`config.mk`:
```
export PLATFORM = sky130hd
export DESIGN_NAME = motor_ctrl
export DESIGN_NICKNAME = d
export VERILOG_FILES = /design/src/rtl/motor_pkg.sv /design/src/rtl/pwm_gen.sv /design/src/rtl/motor_ctrl.sv
export SDC_FILE = /design/constraint.sdc
export NUM_CORES = 1
export LEC_CHECK = 0
export BUFFER_PORTS_ARGS = -buffer_cell sky130_fd_sc_hd__buf_4
export CAP_MARGIN = 20
export CORE_ASPECT_RATIO = 1.2
export CORE_MARGIN = 10
export CORE_UTILIZATION = 45
export DETAILED_ROUTE_END_ITERATION = 12
export PLACE_DENSITY_LB_ADDON = 0.05
export RECOVER_POWER = 100
export SLEW_MARGIN = 40
export SYNTH_ARGS = -nofsm -noshare
export SYNTH_HDL_FRONTEND = slang
export SYNTH_SLANG_ARGS = --single-unit
```
`constraint.sdc`:
```
create_clock -name clk -period 7.3 [get_ports clk]
set_input_delay 1.825 -clock clk [delete_from_list [all_inputs] [get_ports clk]]
set_output_delay 1.825 -clock clk [all_outputs]
set_load 0.01 [all_outputs]
```
`src/rtl/motor_pkg.sv`:
```
// motor_pkg: shared definitions for the motor controller.
//   state_t   - FSM state codes (also driven onto motor_ctrl.state)
//   mode_t    - command mode codes carried by the decoder
//   SAT_GUARD - extra bits used when forming speed +/- dir before clamping
//   cnt_w()   - counter width for a divide-by-n counter (minimum 1 bit)
package motor_pkg;

    typedef enum logic [1:0] {
        ST_IDLE     = 2'b00,
        ST_RUN      = 2'b01,
        ST_BRAKE    = 2'b10,
        ST_FAILSAFE = 2'b11
    } state_t;

    typedef enum logic [1:0] {
        MD_STOP  = 2'b00,
        MD_FWD   = 2'b01,
        MD_REV   = 2'b10,
        MD_BRAKE = 2'b11
    } mode_t;

    // speed (unsigned) plus/minus dir (signed) needs one sign bit and one carry bit
    localparam int SAT_GUARD = 2;

    function automatic int cnt_w(input int n);
        return (n > 1) ? $clog2(n) : 1;
    endfunction

endpackage

```
`src/rtl/pwm_gen.sv`:
```
// pwm_gen: shared PWM counter with one comparator per side.
//   i_clk, i_rst_n     - clock, async active-low reset
//   i_duty_l/i_duty_r  - duty values, 0 = always low, 2^W-1 = always high
//   o_pwm_l/o_pwm_r    - PWM outputs
// The counter steps once every DIV clocks and runs 0 .. 2^W-2, so a
// period is 2^W-1 steps and the full-scale duty never drops low.
module pwm_gen
    import motor_pkg::*;
#(
    parameter int W   = 4,
    parameter int DIV = 64
) (
    input  logic         i_clk,
    input  logic         i_rst_n,
    input  logic [W-1:0] i_duty_l,
    input  logic [W-1:0] i_duty_r,
    output logic         o_pwm_l,
    output logic         o_pwm_r
);

    localparam int           DW      = cnt_w(DIV);
    localparam logic [W-1:0] CNT_TOP = W'((1 << W) - 2);

    logic [DW-1:0] r_div;
    logic [W-1:0]  r_cnt;
    logic          w_step;

    assign w_step = (r_div == DW'(DIV - 1));

    always_ff @(posedge i_clk or negedge i_rst_n) begin
        if (!i_rst_n) begin
            r_div <= '0;
            r_cnt <= '0;
        end else begin
            r_div <= w_step ? '0 : r_div + 1'b1;
            if (w_step)
                r_cnt <= (r_cnt == CNT_TOP) ? '0 : r_cnt + 1'b1;
        end
    end

    assign o_pwm_l = (r_cnt < i_duty_l);
    assign o_pwm_r = (r_cnt < i_duty_r);

endmodule

```
`src/rtl/motor_ctrl.sv`:
```
// motor_ctrl: differential drive controller.
//   clk, rst                 - clock, async active-low reset
//   cmd_vld                  - strobe; mode/speed_cmd/dir_cmd/err_rate are fresh
//   mode                     - STOP/FWD/REV/BRAKE
//   speed_cmd, dir_cmd       - unsigned speed, signed steering offset
//   err_rate                 - link error rate; high values halve the targets
//   pwm_l, pwm_r             - PWM drive per side
//   rev, brk, fault, state   - direction, brake, failsafe flag, FSM state
// Duties ramp one LSB per ramp tick. A direction change ramps both sides to
// zero, flips rev, then ramps up. Loss of commands for `timeout` clocks
// forces FAILSAFE, which only a STOP command clears.
module motor_ctrl
    import motor_pkg::*;
#(
    parameter int clk_f    = 50_000_000,
    parameter int cmd_l    = 4,
    parameter int pwm_div  = 64,
    parameter int ramp_div = 50_000,
    parameter int timeout  = 25_000_000,
    parameter int err_thr  = 8
) (
    input  logic             clk,
    input  logic             rst,
    input  logic             cmd_vld,
    input  logic [1:0]       mode,
    input  logic [cmd_l-1:0] speed_cmd,
    input  logic [cmd_l-1:0] dir_cmd,
    input  logic [3:0]       err_rate,
    output logic             pwm_l,
    output logic             pwm_r,
    output logic             rev,
    output logic             brk,
    output logic             fault,
    output logic [1:0]       state
);

    localparam int               SW     = cmd_l + SAT_GUARD;
    localparam int               RW     = cnt_w(ramp_div);
    localparam int               TW     = cnt_w(timeout);
    localparam logic [cmd_l-1:0] D_MAX  = '1;
    // clk_f is informational; a non-positive value parks the ramp
    localparam logic             CLK_OK = (clk_f > 0);

    state_t            r_state, w_state_nxt;
    mode_t             r_mode, w_mode;
    logic [cmd_l-1:0]  r_speed, r_dir;
    logic [3:0]        r_err;
    logic [cmd_l-1:0]  r_dl, r_dr, w_tl, w_tr;
    logic              r_rev;
    logic [RW-1:0]     r_ramp;
    logic [TW-1:0]     r_wd;
    logic              w_ramp_wrap, w_ramp_tick, w_wd_exp, w_zero;
    logic              w_dir_ok, w_want_rev, w_rev_pend, w_drive, w_derate;
    logic signed [SW-1:0] w_spd_s, w_dir_s, w_sum, w_dif;

    function automatic logic [cmd_l-1:0] sat_u(input logic signed [SW-1:0] v);
        if (v < 0)
            return '0;
        if (v > $signed({{SAT_GUARD{1'b0}}, D_MAX}))
            return D_MAX;
        return v[cmd_l-1:0];
    endfunction

    function automatic logic [cmd_l-1:0] step_to(input logic [cmd_l-1:0] cur,
                                                 input logic [cmd_l-1:0] tgt);
        if (cur < tgt)
            return cur + 1'b1;
        if (cur > tgt)
            return cur - 1'b1;
        return cur;
    endfunction

    // ---------------- command capture ----------------
    always_ff @(posedge clk or negedge rst) begin
        if (!rst) begin
            r_mode  <= MD_STOP;
            r_speed <= '0;
            r_dir   <= '0;
            r_err   <= '0;
        end else if (cmd_vld) begin
            r_mode  <= mode_t'(mode);
            r_speed <= speed_cmd;
            r_dir   <= dir_cmd;
            r_err   <= err_rate;
        end
    end

    // the FSM reacts to a command in the cycle it arrives
    assign w_mode = cmd_vld ? mode_t'(mode) : r_mode;

    // ---------------- timers ----------------
    assign w_ramp_wrap = (r_ramp == RW'(ramp_div - 1));
    assign w_ramp_tick = CLK_OK && w_ramp_wrap;
    // a command in the expiry cycle suppresses the timeout
    assign w_wd_exp    = !cmd_vld && (r_wd == TW'(timeout - 1));

    always_ff @(posedge clk or negedge rst) begin
        if (!rst) begin
            r_ramp <= '0;
            r_wd   <= '0;
        end else begin
            r_ramp <= w_ramp_wrap ? '0 : r_ramp + 1'b1;
            if (cmd_vld)
                r_wd <= '0;
            else if (r_wd != TW'(timeout - 1))
                r_wd <= r_wd + 1'b1;
        end
    end

    // ---------------- targets ----------------
    assign w_zero     = (r_dl == '0) && (r_dr == '0);
    assign w_dir_ok   = (r_mode == MD_FWD) || (r_mode == MD_REV);
    assign w_want_rev = (r_mode == MD_REV);
    assign w_rev_pend = w_dir_ok && (w_want_rev != r_rev);
    assign w_drive    = (r_state == ST_RUN) && w_dir_ok && !w_rev_pend;
    assign w_derate   = (32'(r_err) >= 32'(err_thr));

    assign w_spd_s = $signed({{SAT_GUARD{1'b0}}, r_speed});
    assign w_dir_s = $signed({{SAT_GUARD{r_dir[cmd_l-1]}}, r_dir});
    assign w_sum   = w_spd_s + w_dir_s;
    assign w_dif   = w_spd_s - w_dir_s;

    always_comb begin
        w_tl = '0;
        w_tr = '0;
        if (w_drive) begin
            w_tl = sat_u(w_sum);
            w_tr = sat_u(w_dif);
            if (w_derate) begin
                w_tl = w_tl >> 1;
                w_tr = w_tr >> 1;
            end
        end
    end

    // ---------------- duty ramp and direction ----------------
    always_ff @(posedge clk or negedge rst) begin
        if (!rst) begin
            r_dl  <= '0;
            r_dr  <= '0;
            r_rev <= 1'b0;
        end else begin
            // clearing on the next state keeps duty at zero from the first
            // BRAKE/FAILSAFE cycle
            if (w_state_nxt == ST_BRAKE || w_state_nxt == ST_FAILSAFE) begin
                r_dl <= '0;
                r_dr <= '0;
            end else if (w_ramp_tick) begin
                r_dl <= step_to(r_dl, w_tl);
                r_dr <= step_to(r_dr, w_tr);
            end
            if (r_state == ST_RUN && w_rev_pend && w_zero)
                r_rev <= w_want_rev;
        end
    end

    // ---------------- FSM ----------------
    always_ff @(posedge clk or negedge rst) begin
        if (!rst)
            r_state <= ST_IDLE;
        else
            r_state <= w_state_nxt;
    end

    always_comb begin
        w_state_nxt = r_state;
        case (r_state)
            ST_IDLE: begin
                if (w_mode == MD_FWD || w_mode == MD_REV)
                    w_state_nxt = ST_RUN;
                else if (w_mode == MD_BRAKE)
                    w_state_nxt = ST_BRAKE;
            end
            ST_RUN: begin
                if (w_mode == MD_BRAKE)
                    w_state_nxt = ST_BRAKE;
                else if (w_mode == MD_STOP && w_zero)
                    w_state_nxt = ST_IDLE;
            end
            ST_BRAKE: begin
                if (w_mode == MD_STOP)
                    w_state_nxt = ST_IDLE;
                else if (w_mode == MD_FWD || w_mode == MD_REV)
                    w_state_nxt = ST_RUN;
            end
            ST_FAILSAFE: begin
                if (cmd_vld && mode_t'(mode) == MD_STOP)
                    w_state_nxt = ST_IDLE;
            end
            default: w_state_nxt = ST_IDLE;
        endcase
        if (w_wd_exp)
            w_state_nxt = ST_FAILSAFE;
    end

    // ---------------- PWM ----------------
    pwm_gen #(
        .W   (cmd_l),
        .DIV (pwm_div)
    ) u_pwm (
        .i_clk    (clk),
        .i_rst_n  (rst),
        .i_duty_l (r_dl),
        .i_duty_r (r_dr),
        .o_pwm_l  (pwm_l),
        .o_pwm_r  (pwm_r)
    );

    assign state = r_state;
    assign rev   = r_rev;
    assign brk   = (r_state == ST_BRAKE) || (r_state == ST_FAILSAFE);
    assign fault = (r_state == ST_FAILSAFE);

endmodule
```
# Word-level counts from Yosys, hierarchy flattened
# Cells that the tools add are included.
totals:
  word_cells: 138
  reg_bits: 76
  out_inout_bits: 7
classes:
  addsub: 10
  muxes: 63
  reduce_logical: 26
  n_eq_ne: 16
  n_lt_le_gt_ge: 11
ops:
  columns: ["cell", "n"]
  rows:
  - ["4-bit 2-to-1 mux", 25]
  - ["25-bit 2-to-1 mux", 2]
  - ["25-bit by 1-bit adder with 25-bit output (second input constant)", 1]
  - ["25-bit == test (second input constant)", 1]
  - ["25-bit != test (second input constant)", 1]
  - ["1-bit 2-to-1 mux", 24]
  - ["2-bit 2-to-1 mux", 9]
  - ["16-bit by 1-bit adder with 16-bit output (second input constant)", 1]
  - ["16-bit == test (second input constant)", 1]
  - ["4-bit less-than comparator", 4]
  - ["16-bit 2-to-1 mux", 1]
  - ["2-bit == test (second input constant)", 7]
  - ["4-bit by 1-bit adder with 4-bit output (second input constant)", 3]
  - ["6-bit by 5-bit greater-than comparator with 1-bit output (second input constant)", 2]
  - ["6-bit by 1-bit less-than comparator with 1-bit output (second input constant)", 2]
  - ["1-bit logical AND", 9]
  - ["4-bit greater-than comparator", 2]
  - ["4-bit zero test", 2]
  - ["2-bit one-hot mux with 4 select lines", 1]
  - ["4-bit by 1-bit subtractor with 4-bit output (second input constant)", 2]
  - ["5-bit by 4-bit adder with 6-bit output", 1]
  - ["6-bit by 1-bit adder with 6-bit output (second input constant)", 1]
  - ["2-bit by 1-bit == test with 1-bit output (second input constant)", 3]
  - ["6-bit == test (second input constant)", 1]
  - ["11 further kinds", 20]

# Longest topological paths before layout
depth:
  word_depth: 23
  ltp_mapped: 14
  mapped_depth_nobuf: 14

# Hierarchy
# Synthesis repeated with hierarchy kept, for this count alone.
hier_totals:
  cells_unflattened: 517
  hier_area_um2: 4722.0
by_module_without_submodules:
  columns: ["module", "seq_area_each_um2", "area_per_inst_um2", "n_inst", "cells_per_inst"]
  rows:
  - ["motor_ctrl", 1576.5, 4116.4, 1, 456]
  - ["pwm_gen", 250.2, 605.6, 1, 61]

# Worst setup path after synthesis
# Ideal clock, no wire load.
synth_path:
  path_type: "register to register"
  start: "reg r_speed[0]"
  end: "reg r_dr[3]"
  setup_time_ns: 0.082
  synth_period_minus_slack_ns: 3.636
  arrival_time_ns: 3.554
  t_required_ns: 7.218
  path_stages_with_launch: 14
  slack_ns: 3.664
  path_cell_list: "dfrtp_1 -> inv_1 -> ha_1 -> fa_1 -> nor2b_1 -> o21bai_1 -> or4_4 -> and2_4 -> a2111o_1 -> ha_1 -> a21oi_1 -> nand2_1 -> or4_1 -> a31oi_1"
synth_between:
  elab_chain_cells: 16
  word_cells_on_any_way: 29
  cone_classes: "add/sub: 1; order compare: 4; mux: 22; reduce/logical: 2"
synth_lines:
  columns: ["item", "line_no", "source"]
  rows:
  - ["from (decl)", "motor_ctrl.sv:46", "logic [cmd_l-1:0] r_speed, r_dir;"]
  - ["from (signal assigned)", "motor_ctrl.sv:82", "r_speed <= speed_cmd;"]
  - ["5-bit by 4-bit subtractor with 6-bit output *", "motor_ctrl.sv:121", "assign w_dif = w_spd_s - w_dir_s;"]
  - ["6-bit by 5-bit greater-than comparator with 1-bit output", "motor_ctrl.sv:59", "if (v > $signed({{SAT_GUARD{1'b0}}, D_MAX}))"]
  - ["1-bit 2-to-1 mux (2 in series)", "motor_ctrl.sv:59", null]
  - ["1-bit 2-to-1 mux", "motor_ctrl.sv:126", "if (w_drive) begin"]
  - ["4-bit 2-to-1 mux", "motor_ctrl.sv:61", "return v[cmd_l-1:0];"]
  - ["4-bit 2-to-1 mux *", "motor_ctrl.sv:59", null]
  - ["4-bit 2-to-1 mux *", "motor_ctrl.sv:129", "if (w_derate) begin"]
  - ["4-bit 2-to-1 mux *", "motor_ctrl.sv:126", null]
  - ["4-bit greater-than comparator or 4-bit less-than comparator (tied branches)", "motor_ctrl.sv:68, motor_ctrl.sv:66", null]
  - ["1-bit 2-to-1 mux (on tied branches)", "motor_ctrl.sv:68, motor_ctrl.sv:66", null]
  - ["1-bit 2-to-1 mux (on tied branches)", "motor_ctrl.sv:68, motor_ctrl.sv:148", null]
  - ["1-bit 2-to-1 mux (on tied branches)", "motor_ctrl.sv:148, motor_ctrl.sv:145", null]
  - ["1-bit 2-to-1 mux or 4-bit 2-to-1 mux (tied branches)", "motor_ctrl.sv:145, motor_ctrl.sv:68", null]
  - ["3-bit nonzero test (no line) or 4-bit 2-to-1 mux (tied branches)", null, null]
  - ["2-bit AND reduction (no line) or 4-bit 2-to-1 mux (tied branches)", null, null]
  - ["to (signal assigned)", "motor_ctrl.sv:150", "r_dr <= step_to(r_dr, w_tr);"]
  - ["to (decl)", "motor_ctrl.sv:48", "logic [cmd_l-1:0] r_dl, r_dr, w_tl, w_tr;"]
# Every way passes the cells marked *; elsewhere a longest branch is shown, timed or not. The select of a mux whose other input is x is not followed.
# A chain may end at the register's enable or synchronous reset.

# Worst setup path after layout
layout_path:
  start: "in cmd_vld"
  end: "reg r_dr[2]"
layout_between:
  elab_chain_cells: 11
  word_cells_on_any_way: 26
  cone_classes: "eq/ne: 5; mux: 11; reduce/logical: 10"
layout_lines:
  columns: ["item", "line_no", "source"]
  rows:
  - ["from (decl)", "motor_ctrl.sv:24", "input logic cmd_vld,"]
  - ["2-bit 2-to-1 mux", "motor_ctrl.sv:89", "assign w_mode = cmd_vld ? mode_t'(mode) : r_mode;"]
  - ["2-bit by 1-bit == test with 1-bit output, or another cell as far along", "motor_ctrl.sv:169, motor_ctrl.sv:183", null]
  - ["1-bit logical OR or 1-bit logical AND (tied branches)", "motor_ctrl.sv:169, motor_ctrl.sv:183, motor_ctrl.sv:177", null]
  - ["2-bit 2-to-1 mux (on tied branches)", "motor_ctrl.sv:183, motor_ctrl.sv:177", null]
  - ["2-bit 2-to-1 mux (on tied branches)", "motor_ctrl.sv:181, motor_ctrl.sv:175", null]
  - ["2-bit one-hot mux with 4 select lines", "motor_ctrl.sv:167", "case (r_state)"]
  - ["2-bit 2-to-1 mux *", "motor_ctrl.sv:192", "if (w_wd_exp)"]
  - ["2-bit == test", "motor_ctrl.sv:145", "if (w_state_nxt == ST_BRAKE || w_state_nxt == ST_FAILSAFE) begin"]
  - ["1-bit logical OR *", "motor_ctrl.sv:145", null]
  - ["3-bit nonzero test (no line) or 2-bit nonzero test (tied branches)", null, null]
  - ["2-bit AND reduction (no line)", null, null]
# Every way passes the cells marked *; elsewhere a longest branch is shown, timed or not.

==> impl_results.md <==
* Status: finished with violations
* Failing checks: max-capacitance violations, max-slew violations
* Area Growth Syn to Fin at 11.0%
* DRC at 0
* Hold_buf cts at 0
* Clock-pin slew of the registers on the worst-case setup and hold paths at 0.06 ns
* Syn_nets at 571
* DRT Pass-1 Iters at 4
* Crit. End Element: register
* Worst Setup Path Type: in -> reg
* Seq/Total Area, Yosys at 38.6%
* DP HPWL at 6920 µm
* Slowest cell on the critical path: clkbuf_1
* Average size of a mapped cell at 9.16 µm²
* Chip width at 114 µm
* First-pass GRT wire length at 17,200 µm
* Setup WS pre-CTS at 3.30 ns
* Worst clock skew at 0.00556 ns
* Synth unique cells at 60
* Crit path cell chain: clkbuf_1, mux2i_1, ha_1, nor2b_1, nor2_1, a221o_1, a31oi_1
* Share of cells above drive strength 1 at 8.96%
* Detail Route Antenna Nets at 0
* Clock Sinks at 73
* Row Count at 40
* F_max at 0.220 GHz
* GPL Wtd Cong at 0.828
* Clk Latency, worst-skew pair at 0.33 ns
* CP Data Arrival Time at 4.78 ns
* Vias at 3,752
* Drt total wl at 9870 µm
* Finish-stage setup viols at 0
* Slew @ Worst Pin at 1.87 ns
* Setup slack after layout at 2.76 ns
* Max incr delay on CP at 1.32 ns
* EDFF count, synth at 0
* Initial drt markers at 150
* Hold Crit Class: reg -> reg
* Cell area after synthesis at 0.00474 mm²
* Die H at 132 µm
* Max Fanout on Critical Path at 45
* Most frequent cells in the layout: dfrtp_1, nor2_1, nand2_1
* Wire length per cell at 14.9 µm
* Final core occ at 51.7%
* Power Density at 263 mW/mm²
* Fin nets at 585
* Initial antenna violation count at 0
* Layout Cells excl Fill at 662
* Critical Path RT at 7.54 ns
* Static Leak at 0.00223 µW
* CTS resizes at 0
* Initial Util at 46.6%
* Total GRT Usage at 13.4%
* I/O pin count at 24
* Via/cell ratio at 5.67
* Total gr overflow at 0
* Inst Count DP at 646
* Max_cap viols at 1
* DIE AREA at 0.0150 mm²
* Post-route minimum period at 4.54 ns
* Primary FF master, synth: dfrtp_1
* RSZ-0062 raised after global routing: false
* Relative slew slack at -24.7%
* Synth Warn # at 0
* #FFs+latches synth at 73
* Fin. Hold Viols at 0
* Commonest non-fill, non-tap cell in the layout: dfrtp_1
* Vias in the first global route at 3,684
* CTS max path bufs at 2
* PortBufs at 20
* Mapped Cells at 517
* Core ar. at 0.0102 mm²
* CTS buffer count at 9
* Startpoint Class: input port
* Max VDD drop at 0.132 mV
* Asr flop ratio synth at 100%
* CTS tree: built
* Root buffer cell: clkbuf_16
* Post-CTS setup buffer count at 0
* Final Max Tran Viols at 46
* Crit share post-route at 62.2%
* H-Tree Level Count at 3
* Power after layout at 1380 µW
* Setup TNS at 0 ns
* Pin count of the biggest net entering global routing at 74
* ANT cells at 0
-- critical path: cells and delay by family --
kind	cells	cell delay (ns)
AND/OR/NAND/NOR	2	0.24
adder cells (fa/ha/maj)	1	0.41
buffers and inverters	1	1.32
multiplexers	1	0.28
AO/OA/AOI/OAI	2	0.70
-- Yosys cell counts (all sizes together) (2+ instances only) --
cell	instances	area (µm²)
nor4bb	3	30.0
fa	2	40.0
nor2	49	184
or2	5	31.3
a221oi	3	26.3
or4	4	33.8
inv	29	109
nor2b	8	57.6
o31ai	2	15.0
mux2i	3	30.0
nand4b	2	17.5
ha	35	438
nor3	7	45.0
buf	5	26.3
nand4	18	119
o21a	2	15.0
a21oi	31	155
o21ai	26	130
nor4b	3	32.5
a31oi	10	62.6
o211ai	9	67.6
a2111o	3	33.8
clkbuf	12	45.0
a211o	5	43.8
a21o	2	15.0
xor2	24	210
mux2	5	56.3
and3	7	43.8
nor4	6	65.1
nand2b	6	37.5
and2	5	33.8
and4	4	35.0
dfrtp	73	1830
o2111ai	2	17.5
nand3	27	135
or3	11	68.8
o21bai	2	15.0
a211oi	2	15.0
xnor2	15	131
nand2	40	150
-- cells by family after synthesis --
kind of cell    Yosys count  share of synthesized area (%)
compound gates          107                           14.4
buf+inv                  46                           3.80
flops                    73                           38.6
simple gates            207                           24.1
fa+ha+maj                37                           10.1
xor+xnor                 39                           7.21
mux                       8                           1.82
-- registers in the layout (all words and copies together), names as in the netlist --
register / cells
r_mode: 2
r_speed: 4
r_dr: 4
u_pwm.r_div: 6
rev: 1
r_ramp: 16
r_dir: 4
state: 2
r_wd: 25
r_dl: 4
r_err: 1
u_pwm.r_cnt: 4
-- layout make-up --
type	instances	area, µm²
Multi-Input combinational cell	398	2730
Tap cell	126	158
Clock buffer	10	229
Timing Repair Buffer	20	124
Clock inverter	6	82.6
Inverter	29	109
Sequential cell	73	1830
Fill cell	965	4900
-- metrics by stage --
step / hold WS, ns / cell area (µm²)
3_3_place_gp: 0.457 / 4970
4_1_cts: 0.476 / 5290
3_5_place_dp: 0.469 / 4980
5_1_grt: 0.502 / 5260
2_1_floorplan: 0.433 / 4740
6_report: 0.477 / 5260
-- layer usage --
metal	GRT usage (%)	wire length, µm	up-vias
met3	2.50	283	7
li1	-	-	1887
met1	17.0	4590	1815
met4	4.87	102	0
met2	21.9	4890	43
met5	0	0	-
-- final timing paths --
check / cells after the start / slack, ns / start / endpoint
min in group asynchronous: 1 / 1.50 / rst / r_speed[3]
max reg2reg: 11 / 3.26 / r_dir[3] / r_dr[3]
min reg2reg: 1 / 0.48 / u_pwm.r_div[5] / u_pwm.r_div[5]
max in group asynchronous: 1 / 5.32 / rst / r_dl[2]
min: 1 / 0.48 / u_pwm.r_div[5] / u_pwm.r_div[5]
max: 7 / 2.76 / cmd_vld / r_dr[2]
-- report_power, final --
part	switching (µW)	internal (µW)
Combinational	256	173
Clock	167	297
Sequential	52.6	437
Power figures use the tool's default switching activity.
